<file path="config.mk">
export PLATFORM = sky130hd
export DESIGN_NAME = vga_pattern_engine
export DESIGN_NICKNAME = d
export VERILOG_FILES = /design/src/rtl/vga_pattern_engine.sv
export SDC_FILE = /design/constraint.sdc
export NUM_CORES = 1
export LEC_CHECK = 0
export CAP_MARGIN = 0
export CELL_PAD_IN_SITES_DETAIL_PLACEMENT = 1
export CELL_PAD_IN_SITES_GLOBAL_PLACEMENT = 1
export CORE_MARGIN = 2
export CORE_UTILIZATION = 47
export CTS_BUF_LIST = sky130_fd_sc_hd__clkbuf_4
export CTS_CLUSTER_DIAMETER = 50
export DETAILED_ROUTE_END_ITERATION = 10
export PLACE_DENSITY_LB_ADDON = 0.1
export SKIP_CTS_REPAIR_TIMING = 1
export SYNTH_ARGS = -nofsm -noshare
export SYNTH_HDL_FRONTEND = slang
export SYNTH_SLANG_ARGS = --single-unit
</file>
<file path="constraint.sdc">
create_clock -name clk -period 2.65 [get_ports clk]
set_input_delay 0.3975 -clock clk [delete_from_list [all_inputs] [get_ports clk]]
set_output_delay 0.3975 -clock clk [all_outputs]
set_load 0.02 [all_outputs]
</file>
<file path="src/rtl/vga_pattern_engine.sv">
// vga_pattern_engine: VGA sync timing, frame-synchronous test patterns and a 2-stage pixel pipeline
module vga_pattern_engine #(
  parameter int RED_W       = 3,
  parameter int GRN_W       = 3,
  parameter int BLU_W       = 2,
  parameter int H_ACTIVE    = 640,
  parameter int H_FP        = 16,
  parameter int H_SYNC      = 96,
  parameter int H_BP        = 48,
  parameter int V_ACTIVE    = 480,
  parameter int V_FP        = 10,
  parameter int V_SYNC      = 2,
  parameter int V_BP        = 33,
  parameter int PIX_DIV     = 4,
  parameter int CHECK_SHIFT = 5,
  parameter int BAR_W       = 32,
  parameter int AUTO_FRAMES = 120
) (
  input  logic             clk,
  input  logic             reset,
  input  logic [3:0]       sw,
  input  logic             auto_en,
  output logic [RED_W-1:0] red,
  output logic [GRN_W-1:0] green,
  output logic [BLU_W-1:0] blue,
  output logic             hsync,
  output logic             vsync,
  output logic             frame_start,
  output logic [3:0]       cur_pattern
);
  localparam int H_TOT = H_ACTIVE + H_FP + H_SYNC + H_BP;
  localparam int V_TOT = V_ACTIVE + V_FP + V_SYNC + V_BP;
  localparam int CW = $clog2(H_TOT);
  localparam int RW = $clog2(V_TOT);
  localparam int DW = PIX_DIV > 1 ? $clog2(PIX_DIV) : 1;
  localparam int FW = AUTO_FRAMES > 1 ? $clog2(AUTO_FRAMES) : 1;
  localparam logic [DW-1:0] DIV_END  = DW'(PIX_DIV - 1);
  localparam logic [FW-1:0] FRM_END  = FW'(AUTO_FRAMES - 1);
  localparam logic [CW-1:0] H_END    = CW'(H_TOT - 1);
  localparam logic [CW-1:0] H_ACT    = CW'(H_ACTIVE);
  localparam logic [CW-1:0] HS_BEG   = CW'(H_ACTIVE + H_FP);
  localparam logic [CW-1:0] HS_END   = CW'(H_ACTIVE + H_FP + H_SYNC);
  localparam logic [CW-1:0] H_EDGE   = CW'(H_ACTIVE - 2);
  localparam logic [CW-1:0] BAR_LAST = CW'(H_ACTIVE - BAR_W);
  localparam logic [CW-1:0] BAR_LEN  = CW'(BAR_W);
  localparam logic [CW-1:0] SEG_W    = CW'(H_ACTIVE / 8);
  localparam logic [RW-1:0] V_END    = RW'(V_TOT - 1);
  localparam logic [RW-1:0] V_ACT    = RW'(V_ACTIVE);
  localparam logic [RW-1:0] VS_BEG   = RW'(V_ACTIVE + V_FP);
  localparam logic [RW-1:0] VS_END   = RW'(V_ACTIVE + V_FP + V_SYNC);
  localparam logic [RW-1:0] V_EDGE   = RW'(V_ACTIVE - 2);
  // {r,g,b} per bar, left to right: white yellow cyan green magenta red blue black
  localparam logic [7:0][2:0] BAR_RGB = {3'b000, 3'b001, 3'b100, 3'b101, 3'b010, 3'b011, 3'b110, 3'b111};

  logic [DW-1:0] div_q, div_d;
  logic [CW-1:0] col_q, col_d, s1_col_q, s1_col_d, bar_pos_q, bar_pos_d;
  logic [RW-1:0] row_q, row_d, s1_row_q, s1_row_d;
  logic [FW-1:0] frame_cnt_q, frame_cnt_d;
  logic [3:0]    cur_pattern_q, cur_pattern_d;
  logic [2:0]    rgb_q, rgb_d, pat_rgb;
  logic          s1_act_q, s1_act_d, s1_hs_q, s1_hs_d, s1_vs_q, s1_vs_d;
  logic          hsync_q, hsync_d, vsync_q, vsync_d;
  logic          pix_tick, boundary, chk, border, in_bar;

  always_comb begin
    pix_tick      = div_q == DIV_END;
    boundary      = pix_tick && col_q == '0 && row_q == '0;
    div_d         = pix_tick ? '0 : div_q + 1'b1;
    col_d         = !pix_tick ? col_q : col_q == H_END ? '0 : col_q + 1'b1;
    row_d         = !pix_tick || col_q != H_END ? row_q : row_q == V_END ? '0 : row_q + 1'b1;
    frame_cnt_d   = !auto_en ? '0 : !boundary ? frame_cnt_q : frame_cnt_q == FRM_END ? '0 : frame_cnt_q + 1'b1;
    cur_pattern_d = !boundary ? cur_pattern_q : !auto_en ? sw :
                    frame_cnt_q == FRM_END ? {1'b0, cur_pattern_q[2:0] + 3'd1} : cur_pattern_q;
    bar_pos_d     = !boundary ? bar_pos_q : bar_pos_q >= BAR_LAST ? '0 : bar_pos_q + 1'b1;
    s1_col_d      = pix_tick ? col_q : s1_col_q;
    s1_row_d      = pix_tick ? row_q : s1_row_q;
    s1_act_d      = pix_tick ? col_q < H_ACT && row_q < V_ACT : s1_act_q;
    s1_hs_d       = pix_tick ? !(col_q >= HS_BEG && col_q < HS_END) : s1_hs_q;
    s1_vs_d       = pix_tick ? !(row_q >= VS_BEG && row_q < VS_END) : s1_vs_q;
    chk           = s1_col_q[CHECK_SHIFT] ^ s1_row_q[CHECK_SHIFT];
    border        = s1_row_q < RW'(2) || s1_row_q >= V_EDGE || s1_col_q < CW'(2) || s1_col_q >= H_EDGE;
    in_bar        = s1_col_q >= bar_pos_q && s1_col_q < bar_pos_q + BAR_LEN;
    pat_rgb       = cur_pattern_q == 4'd1 ? 3'b100 :
                    cur_pattern_q == 4'd2 ? 3'b010 :
                    cur_pattern_q == 4'd3 ? 3'b001 :
                    cur_pattern_q == 4'd4 ? {3{chk}} :
                    cur_pattern_q == 4'd5 ? BAR_RGB[3'(s1_col_q / SEG_W)] :
                    cur_pattern_q == 4'd6 ? {3{border}} :
                    cur_pattern_q == 4'd7 ? (in_bar ? 3'b111 : 3'b001) : 3'b000;
    rgb_d         = !pix_tick ? rgb_q : s1_act_q ? pat_rgb : 3'b000;
    hsync_d       = pix_tick ? s1_hs_q : hsync_q;
    vsync_d       = pix_tick ? s1_vs_q : vsync_q;
  end

  always_ff @(posedge clk) begin
    if (reset) begin
      div_q         <= '0;
      col_q         <= '0;
      row_q         <= '0;
      frame_cnt_q   <= '0;
      cur_pattern_q <= '0;
      bar_pos_q     <= '0;
      s1_col_q      <= '0;
      s1_row_q      <= '0;
      s1_act_q      <= 1'b0;
      s1_hs_q       <= 1'b1;
      s1_vs_q       <= 1'b1;
      rgb_q         <= '0;
      hsync_q       <= 1'b1;
      vsync_q       <= 1'b1;
    end else begin
      div_q         <= div_d;
      col_q         <= col_d;
      row_q         <= row_d;
      frame_cnt_q   <= frame_cnt_d;
      cur_pattern_q <= cur_pattern_d;
      bar_pos_q     <= bar_pos_d;
      s1_col_q      <= s1_col_d;
      s1_row_q      <= s1_row_d;
      s1_act_q      <= s1_act_d;
      s1_hs_q       <= s1_hs_d;
      s1_vs_q       <= s1_vs_d;
      rgb_q         <= rgb_d;
      hsync_q       <= hsync_d;
      vsync_q       <= vsync_d;
    end
  end

  assign red         = {RED_W{rgb_q[2]}};
  assign green       = {GRN_W{rgb_q[1]}};
  assign blue        = {BLU_W{rgb_q[0]}};
  assign hsync       = hsync_q;
  assign vsync       = vsync_q;
  assign frame_start = boundary && !reset;
  assign cur_pattern = cur_pattern_q;
endmodule

</file>
==> flow_summary.yaml <==
critical_path:
  cp_top_family: "simple AND/OR/NAND/NOR gates"
  crit_chain: "ha_2 -> nor4b_2 -> nand4_2 -> or2_1 -> nor2_1 -> dlymetal6s2s_1"
  critPathMaxFanout: 2
  slowest_stage: "dfxtp_1"
  crit_required_ns: 2.25
  startpoint_type: "flip-flop"
  ff2ff_setup_slack_ns: 0.30
  rr_endpoint: "row_q[7]$_SDFFE_PP0N_"
  cp_slowest_stage_delay_ns: 0.38
  rr_worst_depth: 7
  path_class: "flip-flop to output port"
  cp.arrival_ns: 2.06
  worstReg2RegStart: "div_q[0]$_SDFF_PP0_"
  path_buf_inv: 1
  end_kind: "output port"
detailed_routing:
  avgViaCountPerCell: 5.91
  drc_errors: 0
  vias: 3674
  wl_per_cell_um: 18.1
  ant_nets: 0
  wirelength_um: 11300
  drt-pass1-iter-count: 4
  drtIter0Drc: 163
placed_design:
  placed_area_um2: 4490
  io_buffers: 21
  gp_congestion: 0.822
  place_hpwl_um: 8150
  dp.cells: 606
cells_and_area:
  antenna_cells: 0
  finish.instance_area_um2: 4640
  fin_nets: 544
  area_growth_pct: 12.2
  layoutNonFillerInstCount: 622
  fill_cells: 1061
  drive_above_1_share: 0.0973
power_and_ir_drop:
  p_per_area_nw_per_um2: 423
  p_leak_uw: 0.00165
  max-vdd-ir-drop_mv: 0.308
synth:
  synth_ff_type: "dfxtp_1"
  synth_top_area_share: 0.339
  yosysWarningCount: 0
  synth_area_um2: 4140
  yosys.area.top_type: "dfxtp_1"
  ys_async_sr_fraction: 0
  ys_seq_elements: 70
  syn_inst: 490
  syn_avg_cell_area_um2: 8.44
  synth-edff-count: 0
  synth_cell_types: 63
  yosysSeqAreaShare: 0.339
  synth_area_leaders: "dfxtp_1 34%, ha_1 8.5%, nor2_1 5.6%"
  syn_nets: 525
sta:
  timing.final.crit_share: 0.926
  rsz0062_at_grt: "no"
  hold_violations: 0
  setup_tns_ns: 0
  fmax_mhz: 407
  finClkSkew_ns: 0.0276
  fin_crit_ns: 2.45
  setup_viol: 0
  tightest_slew_ns: 0.692
  relSlewSlack: 0.538
  drv_slew: 0
floorplan:
  core-area_um2: 8640
  rows: 34
  die_h_um: 97.8
  fp.dieW_um: 97.8
  dieArea_um2: 9570
  initial_core_util: 0.479
  ioPinCount: 22
clocking:
  cts.sinks: 70
  clock_latency_ns: 0.43
  clockBufferDepth: 2
  h-tree-depth: 3
  cts_buffers: 9
  cts_root_buf: "clkbuf_4"
  clkSlewWorstSetupHoldPaths_ns: 0.13
  cts_tree: "done"
grt:
  grt_pass1_wl_um: 18900
  grt-ovfl-total: 0
  grt_max_degree: 40
  grt_pass1_vias: 3737
  grt_usage: 0.241
  antenna_found_initial: 0
min_path:
  holdPathStages: 1
  min_from: "div_q[0]$_SDFF_PP0_"
  hp-class: "flip-flop to flip-flop"
  min_to: "div_q[0]$_SDFF_PP0_"
outcome:
  status: "finished, final reports clean"
job:
  max-cap-violations: 0
==> placed cells by master (no fill, tap or decap), types with 14 or more instances in the layout <==
cell and n:
inv_1 26, xnor2_1 19, clkdlybuf4s50_1 20, a21oi_1 19, mux2i_1 23, nor4_1 16, nor2_1 62, buf_4 19
dfxtp_1 70, ha_1 27, nand4_1 14, nand2_1 30
==> how the worst max path moves through the flow <==
stage	start	endpoint	slack, ns	cells after the start
global route	row_q[0]$_SDFFE_PP0N_	frame_start	0.04	7
finish	div_q[0]$_SDFF_PP0_	frame_start	0.20	6
floorplan	col_q[0]$_SDFFE_PP0P_	frame_start	0.63	7
CTS	row_q[0]$_SDFFE_PP0N_	frame_start	-0.32	7
detailed placement	row_q[0]$_SDFFE_PP0N_	frame_start	0.28	7
global placement	div_q[0]$_SDFF_PP0_	frame_start	0.32	6
==> layout make-up <==
| cell class | count | area, um2 | share of cell area |
|---|---|---|---|
| Clock buffer | 9 | 67.6 | 0.0146 |
| Clock inverter | 7 | 78.8 | 0.0170 |
| Inverter | 26 | 97.6 | 0.0210 |
| Multi-Input combinational cell | 362 | 2510 | 0.540 |
| Sequential cell | 70 | 1400 | 0.302 |
| Tap cell | 108 | 135 | 0.0291 |
| Timing Repair Buffer | 40 | 355 | 0.0765 |
==> cell usage after synthesis, drive strengths merged, types with 3 or more instances <==
cell type  number
mux2i          23
clkbuf         19
nor2           62
nand2b          9
o211ai          3
buf            13
o21ai          11
a2111oi         3
o21a            5
a21o            5
nor4b           4
nand2          30
nor2b           8
xnor2          19
inv            26
a21oi          19
and2            3
a211o           4
nand4          15
xor2           12
nand4b          3
ha             28
nor4           17
a211oi          8
nor3           10
or3             5
nand3          12
and3            4
and4            3
nand3b          3
o2111ai         3
dfxtp          70
==> cells by family after synthesis <==
group	synth area share
AOI/OAI and AO/OA	0.147
xor gates and xnor gates	0.0656
adders and majority gates	0.0847
buffers and inverters	0.0581
DFF	0.339
muxes	0.0584
and+or+nand+nor	0.248
==> where the power goes <==
| part | switching [uW] | leakage [uW] | internal, uW |
|---|---|---|---|
| sequential | 9.28 | 0.000565 | 1060 |
| combinational | 84.4 | 0.00101 | 62.1 |
| clock | 448 | 0.0000696 | 296 |
==> sequential cells by signal (all words and copies together), names as in the netlist, 3 cells and up <==
name and flops:
bar_pos_q 10, s1_col_q 10, frame_cnt_q 7, col_q 10
row_q 10, cur_pattern 4, rgb_q 3, s1_row_q 9
==> metal layers <==
metal / vias up / part of all wire / GRT usage
li1: 1783 / - / -
met1: 1821 / 0.47 / 0.324
met2: 50 / 0.48 / 0.397
met3: 20 / 0.030 / 0.0372
met4: 0 / 0.019 / 0.0833
met5: - / 0 / 0
==> stage by stage <==
step | total power (uW) | utilization | setup slack, ns | hold WS [ns]
final | 1960 | 0.538 | 0.196 | 0.479
after global routing | 2040 | 0.538 | 0.0446 | 0.485
after CTS | 1980 | 0.536 | -0.322 | 0.463
after detailed placement | 1240 | 0.519 | 0.275 | 0.436
after global placement | 1240 | 0.519 | 0.319 | 0.417
after floorplan | 1190 | - | 0.628 | 0.404
No activity file was read; power rests on OpenSTA's default activity.
